[config.mk]
export PLATFORM = sky130hd
export DESIGN_NAME = bus_mem_slave
export DESIGN_NICKNAME = d
export VERILOG_FILES = /design/src/rtl/bus_mem_slave.sv
export SDC_FILE = /design/constraint.sdc
export NUM_CORES = 1
export LEC_CHECK = 0
export BUFFER_PORTS_ARGS = -buffer_cell sky130_fd_sc_hd__buf_2
export CAP_MARGIN = 20
export CORE_UTILIZATION = 40
export CTS_CLUSTER_DIAMETER = 30
export DETAILED_ROUTE_END_ITERATION = 8
export PLACE_DENSITY = 0.7
export SETUP_SLACK_MARGIN = 0.1
export SYNTH_ARGS = -nofsm -noshare
export SYNTH_HDL_FRONTEND = slang
export SYNTH_SLANG_ARGS = --single-unit
[constraint.sdc]
create_clock -name BUS_CLK -period 1.8 [get_ports BUS_CLK]
set_input_delay 0.27 -clock BUS_CLK [delete_from_list [all_inputs] [get_ports BUS_CLK]]
set_output_delay 0.27 -clock BUS_CLK [all_outputs]
set_load 0.01 [all_outputs]
[src/rtl/bus_mem_slave.sv]
// Memory-side bus target: decodes DEST==MY_ID headers and runs word-beat
// write/read bursts against a local synchronous memory; outputs are registered.
module bus_mem_slave #(
  parameter logic [2:0] MY_ID  = 3'd1,
  parameter int         RD_LAT = 1
) (
  input  logic        BUS_CLK,
  input  logic        RST,
  input  logic [31:0] D,
  input  logic [15:0] A,
  input  logic [2:0]  MASTER,
  input  logic [2:0]  DEST,
  input  logic [11:0] SIZE,
  input  logic        RW,
  output logic [31:0] D_OUT,
  output logic        D_OE,
  output logic        ACK_OUT,
  output logic [13:0] mem_addr,
  output logic [3:0]  mem_be,
  output logic        mem_wr_en,
  output logic [31:0] mem_wr_data,
  output logic        mem_rd_en,
  input  logic [31:0] mem_rd_data,
  input  logic        mem_ready,
  output logic        busy,
  output logic [2:0]  cur_master,
  output logic        abort
);

  localparam logic [2:0] S_IDLE    = 3'd0;
  localparam logic [2:0] S_WR      = 3'd1;
  localparam logic [2:0] S_WR_ACK  = 3'd2;
  localparam logic [2:0] S_RD_REQ  = 3'd3;
  localparam logic [2:0] S_RD_DATA = 3'd4;
  localparam logic [2:0] S_DONE    = 3'd5;

  logic [2:0]  state_q, state_d;
  logic [13:0] addr_q, addr_d;
  logic [10:0] beats_q, beats_d;
  logic [1:0]  size_lo_q, size_lo_d;
  logic [2:0]  master_q, master_d;
  logic [1:0]  rd_cnt_q, rd_cnt_d;
  logic [31:0] d_out_q, d_out_d;
  logic        d_oe_q, d_oe_d;
  logic        ack_q, ack_d;
  logic [13:0] mem_addr_q, mem_addr_d;
  logic [3:0]  be_q, be_d;
  logic        wr_en_q, wr_en_d;
  logic [31:0] wr_data_q, wr_data_d;
  logic        rd_en_q, rd_en_d;
  logic        abort_q, abort_d;

  logic        hit;
  logic [10:0] beats_in;
  logic [3:0]  last_be;
  logic        unused_a;

  assign hit      = (DEST == MY_ID);
  assign beats_in = {1'b0, SIZE[11:2]} + {10'd0, |SIZE[1:0]};
  // Byte alignment is implied by the word address; low address bits carry no meaning here.
  assign unused_a = ^A[1:0];

  always_comb begin
    case (size_lo_q)
      2'd1:    last_be = 4'b0001;
      2'd2:    last_be = 4'b0011;
      2'd3:    last_be = 4'b0111;
      default: last_be = 4'b1111;
    endcase
  end

  always_comb begin
    state_d    = state_q;
    addr_d     = addr_q;
    beats_d    = beats_q;
    size_lo_d  = size_lo_q;
    master_d   = master_q;
    rd_cnt_d   = rd_cnt_q;
    d_out_d    = '0;
    d_oe_d     = 1'b0;
    ack_d      = 1'b0;
    mem_addr_d = mem_addr_q;
    be_d       = '0;
    wr_en_d    = 1'b0;
    wr_data_d  = wr_data_q;
    rd_en_d    = 1'b0;
    abort_d    = 1'b0;
    case (state_q)
      S_IDLE: if (hit) begin
        addr_d    = A[15:2];
        master_d  = MASTER;
        size_lo_d = SIZE[1:0];
        beats_d   = beats_in;
        if (SIZE == 12'd0) begin
          ack_d   = 1'b1;
          state_d = S_DONE;
        end else begin
          state_d = RW ? S_WR : S_RD_REQ;
        end
      end
      S_WR: if (!hit) begin
        abort_d = 1'b1;
        state_d = S_IDLE;
      end else if (mem_ready) begin
        wr_en_d    = 1'b1;
        ack_d      = 1'b1;
        wr_data_d  = D;
        mem_addr_d = addr_q;
        be_d       = (beats_q == 11'd1) ? last_be : 4'b1111;
        addr_d     = addr_q + 14'd1;
        beats_d    = beats_q - 11'd1;
        state_d    = S_WR_ACK;
      end
      S_WR_ACK: if (!hit) begin
        abort_d = 1'b1;
        state_d = S_IDLE;
      end else begin
        state_d = (beats_q == 11'd0) ? S_DONE : S_WR;
      end
      S_RD_REQ: if (!hit) begin
        abort_d = 1'b1;
        state_d = S_IDLE;
      end else if (mem_ready) begin
        rd_en_d    = 1'b1;
        mem_addr_d = addr_q;
        addr_d     = addr_q + 14'd1;
        beats_d    = beats_q - 11'd1;
        rd_cnt_d   = 2'd0;
        state_d    = S_RD_DATA;
      end
      // Wait out the memory latency, then register the returned word onto the bus.
      S_RD_DATA: if (!hit) begin
        abort_d = 1'b1;
        state_d = S_IDLE;
      end else if (rd_cnt_q != RD_LAT[1:0]) begin
        rd_cnt_d = rd_cnt_q + 2'd1;
      end else begin
        d_out_d = mem_rd_data;
        d_oe_d  = 1'b1;
        ack_d   = 1'b1;
        state_d = (beats_q == 11'd0) ? S_DONE : S_RD_REQ;
      end
      S_DONE: if (!hit) state_d = S_IDLE;
      default: state_d = S_IDLE;
    endcase
  end

  always_ff @(posedge BUS_CLK or negedge RST) begin
    if (!RST) begin
      state_q    <= S_IDLE;
      addr_q     <= '0;
      beats_q    <= '0;
      size_lo_q  <= '0;
      master_q   <= '0;
      rd_cnt_q   <= '0;
      d_out_q    <= '0;
      d_oe_q     <= 1'b0;
      ack_q      <= 1'b0;
      mem_addr_q <= '0;
      be_q       <= '0;
      wr_en_q    <= 1'b0;
      wr_data_q  <= '0;
      rd_en_q    <= 1'b0;
      abort_q    <= 1'b0;
    end else begin
      state_q    <= state_d;
      addr_q     <= addr_d;
      beats_q    <= beats_d;
      size_lo_q  <= size_lo_d;
      master_q   <= master_d;
      rd_cnt_q   <= rd_cnt_d;
      d_out_q    <= d_out_d;
      d_oe_q     <= d_oe_d;
      ack_q      <= ack_d;
      mem_addr_q <= mem_addr_d;
      be_q       <= be_d;
      wr_en_q    <= wr_en_d;
      wr_data_q  <= wr_data_d;
      rd_en_q    <= rd_en_d;
      abort_q    <= abort_d;
    end
  end

  assign D_OUT       = d_out_q;
  assign D_OE        = d_oe_q;
  assign ACK_OUT     = ack_q;
  assign mem_addr    = mem_addr_q;
  assign mem_be      = be_q;
  assign mem_wr_en   = wr_en_q;
  assign mem_wr_data = wr_data_q;
  assign mem_rd_en   = rd_en_q;
  assign busy        = (state_q != S_IDLE);
  assign cur_master  = master_q;
  assign abort       = abort_q;

endmodule

==> impl_results.md <==
- Via Count: 5012
- Switching fraction of total power: 26.1%
- Row cnt: 42
- # fillers: 1165
- Clock sink count: 121
- Mean number of vias per cell: 5.07
- Placer Congestion: 0.857
- Final Hold Fails: 0
- CP startpoint kind: flop
- Final Max Slew Viols: 0
- Die Y: 119 um
- Avg Inst Size Synth: 9.56 um^2
- DR WL/cell: 14.2 um
- Final setup vio count: 0
- Area Growth Syn to Fin: 40.9%
- Most common cell after layout, fill and taps aside: buf_2
- Gr ovfl total: 0
- Top cells by area, synth: dfrtp_1 (55%), nand2_1 (11%), and2_1 (4.0%)
- Min Tclk post-route: 1720 ps
- Clk slew on worst S/H paths: 60 ps
- RR Endpoint: cur_master[0]
- Yosys top cell by area: dfrtp_1
- Fin Setup TNS: 0 ps
- First-pass GRT wire length: 23.1 mm
- Worst EP required: 1530 ps
- Pleak: 0.00407 uW
- Int Power: 6110 uW
- Max Cap Viol: 0
- Final worst slack: 77.9 ps
- Critical-path top delay cell: dfrtp_2
- Setup Skew: 9.25 ps
- Period utilisation layout: 95.7%
- Drt initial violations: 268
- Top FF cell, synth: dfrtp_1
- Worst setup EP type: output port
- CTS tree: built
- Core Area: 0.0133 mm^2
- Yosys warns: 0
- Pre-CTS setup slack: -164 ps
- DRC viols: 0
- H-tree Lvls: 4
- DRT antenna net count: 0
- Initial antenna violation count: 0
- Layout Nets: 911
- Clk_lat worst skew: 400 ps
- CP endpoint: busy
- GR Util All Layers: 20.6%
- Most frequent cells in the layout: buf_2 (188), nand2_1 (155), dfrtp_1 (118)
- CP peak stage delay: 420 ps
- Worst r2r src: state_q[0]
- Logic gate share of total power: 15.2%
- Hpwl dp: 10.1 mm
- Root buffer cell: clkbuf_16
- DRT Pass-1 Iters: 4
- Seq/Total Area, Yosys: 55.4%
- Fmax achieved: 581 MHz
- Synthesized netlist cell count: 571
- Worst Path Max Fanout: 3
- Synth async-reset ratio: 100%
- Clock group share of total power: 44.7%
- Worst Path Arrival: 1450 ps
- Post-Syn Area: 0.00546 mm^2
- Unrepaired setup endpoints after global routing: yes
- Proportion of layout cells with a drive suffix above 1: 37.1%
- Worst-path cell chain: or3_4 > buf_6 > buf_6
- Worst-case reg-to-reg path depth: 4
- Count of buffers from port buffering: 190
- DRT Wirelength: 14.0 mm
- Largest net degree at the start of global routing: 47
- Io pins: 193
- Power density over the cells: 1070 mW/mm^2
- Synth unique cells: 59
- Status: complete, no violations
- Synthesized Nets: 682
- Yosys reg bits: 121
- CTS buffer count: 17
- Seq pwr share: 40.1%
- Number of synthesized flops with an enable pin: 0
- Initial Utilization: 41.1%
- Max Root-Sink Buffers: 2
- Setup crit start: state_q[0]
- Worst Max-Slew Pin Slew: 432 ps
- Crit Path Category: flop to output port
- Number of global-route vias before repair: 4852
- Full die area: 0.0141 mm^2
- Worst R2R Setup Slack: 150 ps
- Yosys top cell area share: 55.4%
- Critical Path Most Common Cell: buf_6
- Worst IR Drop VDD: 609 uV
- HP Class: primary input to flop
- Diodes inserted: 0
- Die Span X: 119 um
- Worst slew margin: 71.2%
- P_sw: 2160 uW
## metrics by stage
step | cell area (um^2) | cells | hold WS [ps] | power [uW] | util (%)
final | 7700 | 988 | 56.9 | 8270 | 57.9
after detailed placement | 6850 | 945 | 236 | 4540 | 51.6
after global placement | 6850 | 945 | 233 | 4490 | 51.6
after floorplan | 5460 | 571 | -25.6 | 3940 | -
after CTS | 7560 | 982 | 35.9 | 8280 | 56.9
after global routing | 7700 | 988 | 53.8 | 8660 | 57.9
## worst max-delay path, delay by kind of cell, from the launching register on
kind	cells	cell delay, ps
flops	1	420
buf+inv	2	240
simple gates	1	400
## cells by family (layout without fill, tap and decap cells)
kind of cell	count (synthesis)	count (layout)	synth area share [%]
buffers and inverters	45	286	4.22
DFF	121	121	55.4
xor gates and xnor gates	6	6	0.962
adders and majority gates	9	9	2.06
and+or+nand+nor	289	289	25.3
AOI/OAI and AO/OA	96	96	11.0
muxes	5	5	0.985
## layer usage
metal  up-vias  share of wire, %  track usage (%)
met5         -                 0                0
met4         0               1.1             7.59
met3        17               6.0             4.12
met2       188                48             34.0
met1      2393                45             26.8
li1       2414                 -                -
## area by class of cell
type,count,area [um^2],share of cell area (%)
Sequential cell,121,3030,39.4
Timing Repair Buffer,244,1490,19.3
Tap cell,176,220,2.86
Clock buffer,20,447,5.80
Multi-Input combinational cell,405,2270,29.5
Inverter,11,43.8,0.569
Clock inverter,11,195,2.54
## Yosys cell counts (4+ instances only)
master and count:
nand2_1 156, nand4_1 11, ha_1 9, buf_2 11, nor3_1 9, xor2_1 4, a31oi_1 7, inv_1 10
and2_1 35, o21ai_1 4, a21oi_1 28, nand3_1 17, nor2_1 21, buf_6 5, o21ai_0 28, and4_1 4
clkbuf_1 15, dfrtp_1 121, nor4_1 6, or3_1 7
## power groups by stage
stage                     Clock, uW  Sequential, uW  Combinational [uW]
after floorplan                   0            3350                 582
final                          3700            3320                1260
after detailed placement          0            3350                1190
after global placement            0            3330                1150
after global routing           3890            3360                1410
after CTS                      3760            3300                1220
## sequential cells by signal, indices dropped and copies added, names as in the netlist
signal	cells
D_OUT	32
mem_wr_data	32
addr_q	14
mem_addr	14
beats_q	11
mem_be	4
cur_master	3
state_q	3
rd_cnt_q	2
size_lo_q	2
ACK_OUT	1
D_OE	1
abort	1
mem_rd_en	1
## worst min-delay path by stage
stage	start	end	slack, ps	cells after the start
after floorplan	RST	ACK_OUT	-30	0
after global placement	RST	D_OUT[31]	230	1
after detailed placement	RST	D_OUT[13]	240	1
after CTS	D[31]	mem_wr_data[31]	40	3
after global routing	D[10]	mem_wr_data[10]	50	3
final	D[31]	mem_wr_data[31]	60	3
## repair_timing
action	in CTS	in global routing
pin swaps	1	4
hold buffers	1	0
cloned	0	1
endpoints found under the hold margin	29	0
endpoints found under the setup margin	6	92
buffers inserted	5	5
resized for setup	5	20
No activity file was read; power rests on OpenSTA's default activity.
